### src/rtl/cnn_tile_feeder_pkg.sv
// Shared types for the CNN tile feeder and the CNN core it drives.
// Image-bus packing places pixel k at bits [8k+7:8k].
`ifndef CNN_TILE_FEEDER_PKG_SV
`define CNN_TILE_FEEDER_PKG_SV

// Low bit of pixel k on the image bus; k must be a 5-bit pixel index.
`define CNN_PIX_LSB(k) ({(k), 3'b000})

package cnn_tile_feeder_pkg;

  localparam int PIX_W   = 8;
  localparam int TILE_N  = 25;
  localparam int COORD_W = 5;
  localparam int CLASS_W = 4;
  localparam int CNT_W   = 5;
  localparam int IMG_W   = PIX_W * TILE_N;

  typedef logic [COORD_W-1:0] coord_t;
  typedef logic [CLASS_W-1:0] class_t;

  typedef enum logic [1:0] {
    ST_LOAD   = 2'd0,
    ST_ISSUE  = 2'd1,
    ST_WAIT   = 2'd2,
    ST_REPORT = 2'd3
  } state_t;

  typedef struct packed {
    logic   err;
    coord_t y;
    coord_t x;
    class_t cls;
  } res_t;

endpackage

`endif

### src/rtl/cnn_result_reg.sv
// Valid/ready holding register for one classification result.
// Loads in one cycle; contents stay frozen while res_vld is high and res_rdy is low.
module cnn_result_reg
  import cnn_tile_feeder_pkg::*;
(
  input  logic CLK,
  input  logic nRST,
  input  logic load,
  input  res_t ld_dat,
  input  logic res_rdy,
  output logic res_vld,
  output res_t res_dat
);

  always_ff @(posedge CLK or negedge nRST) begin
    if (!nRST) begin
      res_vld <= 1'b0;
      res_dat <= '0;
    end else if (load) begin
      res_vld <= 1'b1;
      res_dat <= ld_dat;
    end else if (res_vld && res_rdy) begin
      res_vld <= 1'b0;
    end
  end

endmodule

### src/rtl/cnn_tile_feeder.sv
// Packs a 25-pixel tile onto the core image bus, pulses START, waits for DONE or timeout.
// Latency: last pixel -> START next cycle; DONE -> RES_VALID same edge. Result held until RES_READY.
// Backpressure: PIX_READY only in LOAD, so pixels stall from the last pixel until the result is taken.
module cnn_tile_feeder
  import cnn_tile_feeder_pkg::*;
#(
  parameter int TIMEOUT = 1024
) (
  input  logic               CLK,
  input  logic               nRST,
  input  logic               PIX_VALID,
  output logic               PIX_READY,
  input  logic [PIX_W-1:0]   PIX_DATA,
  input  logic [COORD_W-1:0] TILE_X,
  input  logic [COORD_W-1:0] TILE_Y,
  output logic               START,
  output logic [COORD_W-1:0] X,
  output logic [COORD_W-1:0] Y,
  output logic [IMG_W-1:0]   IMGIN,
  input  logic               DONE,
  input  logic [CLASS_W-1:0] OUT,
  output logic               RES_VALID,
  input  logic               RES_READY,
  output logic [CLASS_W-1:0] RES_CLASS,
  output logic [COORD_W-1:0] RES_X,
  output logic [COORD_W-1:0] RES_Y,
  output logic               RES_ERR,
  output logic               BUSY
);

  localparam int TMO_W = (TIMEOUT > 1) ? $clog2(TIMEOUT) : 1;
  localparam logic [TMO_W-1:0] TMO_LAST = TMO_W'(TIMEOUT - 1);
  localparam logic [CNT_W-1:0] PIX_LAST = CNT_W'(TILE_N - 1);

  state_t             state_q, state_d;
  logic [CNT_W-1:0]   pix_cnt_q, pix_cnt_d;
  logic [TMO_W-1:0]   tmo_q, tmo_d;
  logic [IMG_W-1:0]   imgin_d;
  coord_t             x_d, y_d;
  logic               pix_ready_d, start_d, busy_d;
  logic               pix_hs, res_hs;
  logic               res_load;
  res_t               res_ld_dat, res_dat;

  // PIX_READY is a registered copy of "state is LOAD", so it qualifies the handshake directly.
  assign pix_hs = PIX_VALID & PIX_READY;
  assign res_hs = RES_VALID & RES_READY;

  always_ff @(posedge CLK or negedge nRST) begin
    if (!nRST) begin
      state_q   <= ST_LOAD;
      pix_cnt_q <= '0;
      tmo_q     <= '0;
    end else begin
      state_q   <= state_d;
      pix_cnt_q <= pix_cnt_d;
      tmo_q     <= tmo_d;
    end
  end

  always_comb begin
    state_d    = state_q;
    pix_cnt_d  = pix_cnt_q;
    tmo_d      = tmo_q;
    imgin_d    = IMGIN;
    x_d        = X;
    y_d        = Y;
    res_load   = 1'b0;
    res_ld_dat = '{err: 1'b0, y: Y, x: X, cls: OUT};

    case (state_q)
      ST_LOAD: begin
        if (pix_hs) begin
          imgin_d[`CNN_PIX_LSB(pix_cnt_q) +: PIX_W] = PIX_DATA;
          if (pix_cnt_q == '0) begin
            x_d = TILE_X;
            y_d = TILE_Y;
          end
          if (pix_cnt_q == PIX_LAST) begin
            state_d   = ST_ISSUE;
            pix_cnt_d = '0;
          end else begin
            pix_cnt_d = pix_cnt_q + 1'b1;
          end
        end
      end
      ST_ISSUE: begin
        state_d = ST_WAIT;
        tmo_d   = '0;
      end
      ST_WAIT: begin
        // DONE takes priority over a timeout landing in the same cycle.
        if (DONE) begin
          res_load = 1'b1;
          state_d  = ST_REPORT;
        end else if (tmo_q == TMO_LAST) begin
          res_load       = 1'b1;
          res_ld_dat.err = 1'b1;
          res_ld_dat.cls = '0;
          state_d        = ST_REPORT;
        end else begin
          tmo_d = tmo_q + 1'b1;
        end
      end
      ST_REPORT: begin
        if (res_hs) state_d = ST_LOAD;
      end
      default: state_d = ST_LOAD;
    endcase

    pix_ready_d = (state_d == ST_LOAD);
    start_d     = (state_d == ST_ISSUE);
    busy_d      = !((state_d == ST_LOAD) && (pix_cnt_d == '0));
  end

  always_ff @(posedge CLK or negedge nRST) begin
    if (!nRST) begin
      PIX_READY <= 1'b1;
      START     <= 1'b0;
      X         <= '0;
      Y         <= '0;
      IMGIN     <= '0;
      BUSY      <= 1'b0;
    end else begin
      PIX_READY <= pix_ready_d;
      START     <= start_d;
      X         <= x_d;
      Y         <= y_d;
      IMGIN     <= imgin_d;
      BUSY      <= busy_d;
    end
  end

  cnn_result_reg u_res (
    .CLK     (CLK),
    .nRST    (nRST),
    .load    (res_load),
    .ld_dat  (res_ld_dat),
    .res_rdy (RES_READY),
    .res_vld (RES_VALID),
    .res_dat (res_dat)
  );

  assign RES_CLASS = res_dat.cls;
  assign RES_X     = res_dat.x;
  assign RES_Y     = res_dat.y;
  assign RES_ERR   = res_dat.err;

endmodule

### config.mk
export PLATFORM = sky130hd
export DESIGN_NAME = cnn_tile_feeder
export DESIGN_NICKNAME = d
export VERILOG_FILES = /design/src/rtl/cnn_tile_feeder_pkg.sv /design/src/rtl/cnn_result_reg.sv /design/src/rtl/cnn_tile_feeder.sv
export SDC_FILE = /design/constraint.sdc
export NUM_CORES = 1
export LEC_CHECK = 0
export BUFFER_PORTS_ARGS = -buffer_cell sky130_fd_sc_hd__buf_2
export CAP_MARGIN = 25
export CORE_ASPECT_RATIO = 2
export CORE_MARGIN = 8
export CORE_UTILIZATION = 50
export DETAILED_ROUTE_END_ITERATION = 8
export PLACE_DENSITY = 0.83
export SYNTH_ARGS = -nofsm -noshare
export SYNTH_HDL_FRONTEND = slang
export SYNTH_SLANG_ARGS = --single-unit
### constraint.sdc
create_clock -name CLK -period 3.3 [get_ports CLK]
set_input_delay 0.33 -clock CLK [delete_from_list [all_inputs] [get_ports CLK]]
set_output_delay 0.33 -clock CLK [all_outputs]
set_load 0.005 [all_outputs]
==> summary by stage <==
Setup path
In this run the critical register-to-register path is launched from pix_cnt_q[1]$_DFF_PN0_. The logic depth of the worst setup path including buffers is 8. STA puts the critical path data required time at 3.70 ns.

In this run the critical register-to-register path is captured at IMGIN[196]$_DFFE_PN0P_. The worst setup path is captured at a flop. The category of the worst setup path launch point is a flop. The number of cells traversed by the worst register-to-register path is 8. The signal on the critical path passes through inv_1, ha_1, nor2b_1, and2_1, ha_1, or2b_1, nor3_2, mux2_2. The category of cells accounting for the largest share of critical-path delay is simple AND/OR/NAND/NOR gates. Setup slack on the worst reg-to-reg path comes out at between 0.3 and 0.4 ns. In this run the worst path has a maximum fanout of 9. Counting stages on the worst path, the most repeated cell is sky130_fd_sc_hd__ha_1.

The number of buffers and inverters on the critical path is 1. For this run, the slowest stage of the critical path takes between 0.6 and 0.7 ns. The kind of critical path is reg2reg. At the worst endpoint, the arrival time is 3.36 ns.

On the critical path, the stage with the largest delay is an instance of sky130_fd_sc_hd__nor3_2.

Yosys
After synthesis, the share of cell area in mux cells is 0.242. By area the synthesized netlist is led by sky130_fd_sc_hd__dfrtp_1 (59%), sky130_fd_sc_hd__mux2_2 (24%), sky130_fd_sc_hd__and2_1 (1.6%). The synthesized net count is 756. Of the total synthesized cell area, the portion taken by AND, OR, NAND and NOR gates is 0.0957. Of the total synthesized cell area, the portion taken by XOR and XNOR cells is 0.00424. Averaged over all synthesized cells, the footprint is 14.3 um2.

The adder-cell area share of the yosys netlist is 0.00849. sky130_fd_sc_hd__dfrtp_1 takes more of the synthesized area than any other cell. In this run the cell area of the synthesized design comes to 10300 um2.

The area fraction of the dominant cell type after synthesis is 0.594. For this run, asynchronously set or reset flops after synthesis account for 1.00. During synthesis, Yosys emitted a total of 0 warnings. The count of unique library cells instantiated by Yosys is 56. The number of instances in the synthesized netlist is 722. In this run, synthesis produced a sequential element count of 246. For this run, the leading register cell type out of synthesis is sky130_fd_sc_hd__dfrtp_1. The sequential cell area fraction in the yosys report is 0.597. The synthesized design contains 0 enable-type register cells.

The compound-gate portion of the synthesized area came to 0.0272. The combinational family with the most area after synthesis is multiplexers.

Floorplanning
The number of top-level design ports is 256. The horizontal die dimension is 118 um. The die area is 25800 um2. The initial utilization of the core area, before any placement, comes to 0.507. The placeable core region is roughly 20000 um2. In this run the core area contains 74 standard-cell rows.

In this run the vertical extent of the chip is 219 um.

Global route
The global-route usage over all layers is 0.219. Entering global routing, the biggest net connects 104 pins. After global routing the overflow that remains totals 0. The first global-routing pass estimated 44500 um of wire.

The via count of the first global-routing pass is 7614. The number of antenna violations at the first check in global routing is 0.

Worst hold path
The type of the most critical hold path is in2reg. The path with the worst hold slack has its endpoint at u_res.res_vld$_DFFE_PN0P_. The worst hold path begins at RES_READY. Counting instances, the worst hold path has a depth of 2.

Clocking
Clock-pin slew was measured on the worst setup and hold paths at 0.07 ns. No sink is reached through more buffers than the 3 on the longest clock path. The tree built by TritonCTS fans out to 246 sinks. In this run the number of H-tree levels came out at 1. Clock latency on the worst-skew pair, taken at its later pin, is roughly 0.51 ns.

TritonCTS built the clock tree. After clock tree synthesis, the setup repair step added 0 buffers. The root cell of the clock tree is sky130_fd_sc_hd__clkbuf_16. After clock tree synthesis, the flow added hold-fix buffers numbering 1. The post-cts repair resize count is 0. Buffers inserted during clock tree synthesis total 22.

Timing
Subtracting the final worst setup slack from the clock period gives approximately 3.0 ns. At the pin with the least slew margin, the transition time is 0.822 ns. The worst hold margin is 0.0355 ns. The post-route clock period utilization is 0.898. The relative max-transition margin is 0.452. The final hold violation count is 0. Based on the critical path, the design can be clocked at up to 0.338 GHz. For the final routed database, the setup TNS stands at 0 ns.

The number of setup violations in the final report is 0. Setup repair after global routing left no endpoint under its margin. The worst clock skew is 0.0127 ns. The number of pins exceeding their max-slew limit in the final report is 0.

Run
Max-cap violations in this run came to 0.

Detailed routing
The pre-antenna-repair detailed-routing pass consisted of 5 iterations. In this run, the number of DRC markers left after iteration 0 of detailed routing was around 380. The number of design rule violations left after detail routing is 0.

The via density per instance is 5.55. The number of vias after detailed routing is 6943. The remaining number of nets flagged by the antenna check after routing is 0. Dividing the detail-routed wire length by the instance count gives roughly 23 um. After detailed routing, the total wire length is 28600 um.

Power and ir drop
For this design the ratio of total power to cell area is 549 nW/um2. Of the total power, registers draw 0.467. The maximum resistive drop on vdd is 0.392 mV. The fraction of power consumed by the clock network is 0.401. The internal power is 0.00509 W. The power dissipated by switching net loads is ~0.0018 W. The combinational power share is 0.131. For this design the static power due to leakage is 7.09 nW.

Of the total power, the share spent switching nets is 0.265.

Cells and area
Leaving out fill and tap cells, the most frequent cells in the layout are sky130_fd_sc_hd__buf_2 (254), sky130_fd_sc_hd__dfrtp_1 (245), sky130_fd_sc_hd__mux2_2 (220), sky130_fd_sc_hd__and2_1 (27), sky130_fd_sc_hd__and3_1 (26). The final net count is 1004. The final antenna diode count is 0. The commonest non-fill, non-tap cell in the layout is sky130_fd_sc_hd__buf_2. The fraction of layout cells with a size suffix above 1 is 0.556.

The relative area change from synthesis to final layout is 22.5%.

Placement
The quantity of I/O buffers inserted on ports is 255. At the end of routability-driven placement, the weighted congestion stood at 0.890. The total half-perimeter wirelength after legalization and detailed placement is 21200 um.

Run status
The flow ran to the end, and the final reports show no timing, DRC or antenna violations.
-- worst max path at each step --
| stage | slack, ns | to | from |
|---|---|---|---|
| global placement | 0.45 | IMGIN[191]$_DFFE_PN0P_ | pix_cnt_q[1]$_DFF_PN0_ |
| CTS | 0.36 | IMGIN[158]$_DFFE_PN0P_ | pix_cnt_q[1]$_DFF_PN0_ |
| detailed placement | 0.39 | IMGIN[149]$_DFFE_PN0P_ | pix_cnt_q[1]$_DFF_PN0_ |
| global route | 0.17 | IMGIN[112]$_DFFE_PN0P_ | pix_cnt_q[1]$_DFF_PN0_ |
| floorplan | 0.59 | IMGIN[160]$_DFFE_PN0P_ | pix_cnt_q[0]$_DFF_PN0_ |
| finish | 0.34 | IMGIN[196]$_DFFE_PN0P_ | pix_cnt_q[1]$_DFF_PN0_ |
-- cell type report --
cell class	count	area [um2]
inverter	9	33.8
sequential	246	6160
multi-input combinational	423	3900
fill	1614	7730
timing repair buffer	268	1410
tap	266	333
clock buffer	31	676
clock inverter	8	123
-- cell usage after synthesis (4+ instances only) --
cell / n
sky130_fd_sc_hd__a21oi_1: 8
sky130_fd_sc_hd__a32o_1: 6
sky130_fd_sc_hd__and2_1: 27
sky130_fd_sc_hd__and3_1: 26
sky130_fd_sc_hd__buf_2: 7
sky130_fd_sc_hd__buf_4: 13
sky130_fd_sc_hd__clkbuf_1: 23
sky130_fd_sc_hd__dfrtp_1: 245
sky130_fd_sc_hd__ha_1: 7
sky130_fd_sc_hd__inv_1: 9
sky130_fd_sc_hd__mux2_2: 220
sky130_fd_sc_hd__nand2_1: 14
sky130_fd_sc_hd__nand3_1: 16
sky130_fd_sc_hd__nand3_2: 5
sky130_fd_sc_hd__nand4_2: 6
sky130_fd_sc_hd__nor2_1: 21
sky130_fd_sc_hd__nor2b_1: 5
sky130_fd_sc_hd__nor3_2: 4
sky130_fd_sc_hd__o21ai_0: 6
sky130_fd_sc_hd__or3_1: 4
sky130_fd_sc_hd__xor2_1: 4
-- cells by family (layout without fill, tap and decap cells) --
logic type	Yosys count	count (layout)
mux	222	222
simple gates	150	150
compound gates	39	39
fa+ha+maj	7	7
flops	246	246
xor+xnor	5	5
buf+inv	53	316
-- flip-flops by register name, summed over array words and instances, names as in the netlist --
signal and flops:
IMGIN 200, u_res.res_dat 15, tmo_q 10, X 5, Y 5, pix_cnt_q 5
state_q 2, BUSY 1, PIX_READY 1, START 1, u_res.res_vld 1
-- through the flow --
| stage | power, W | cell area [um2] | instances | worst slack, ns | utilization |
|---|---|---|---|---|---|
| 5_1_grt | 0.00722 | 12600 | 1251 | 0.174 | 0.620 |
| 4_1_cts | 0.00700 | 12600 | 1251 | 0.363 | 0.620 |
| 3_5_place_dp | 0.00421 | 11800 | 1211 | 0.389 | 0.581 |
| 2_1_floorplan | 0.00386 | 10300 | 722 | 0.588 | - |
| 3_3_place_gp | 0.00418 | 11800 | 1211 | 0.449 | 0.581 |
| 6_report | 0.00693 | 12600 | 1251 | 0.337 | 0.620 |
-- power groups by stage --
stage	sequential, W	combinational, W	clock, W
floorplan	0.00325	0.000608	0
global placement	0.00328	0.000892	0
detailed placement	0.00329	0.000919	0
CTS	0.00323	0.000923	0.00284
global route	0.00325	0.00101	0.00296
finish	0.00324	0.000911	0.00278
-- routing by layer --
layer  global-route usage  routed length [um]  vias to the layer above
met2                0.423               16200                      223
met3               0.0329                1220                       71
li1                     -                   -                     3066
met4                0.118                1330                        0
met1                0.219                9870                     3583
met5                    0                   0                        -
No activity file was read; power rests on OpenSTA's default activity.
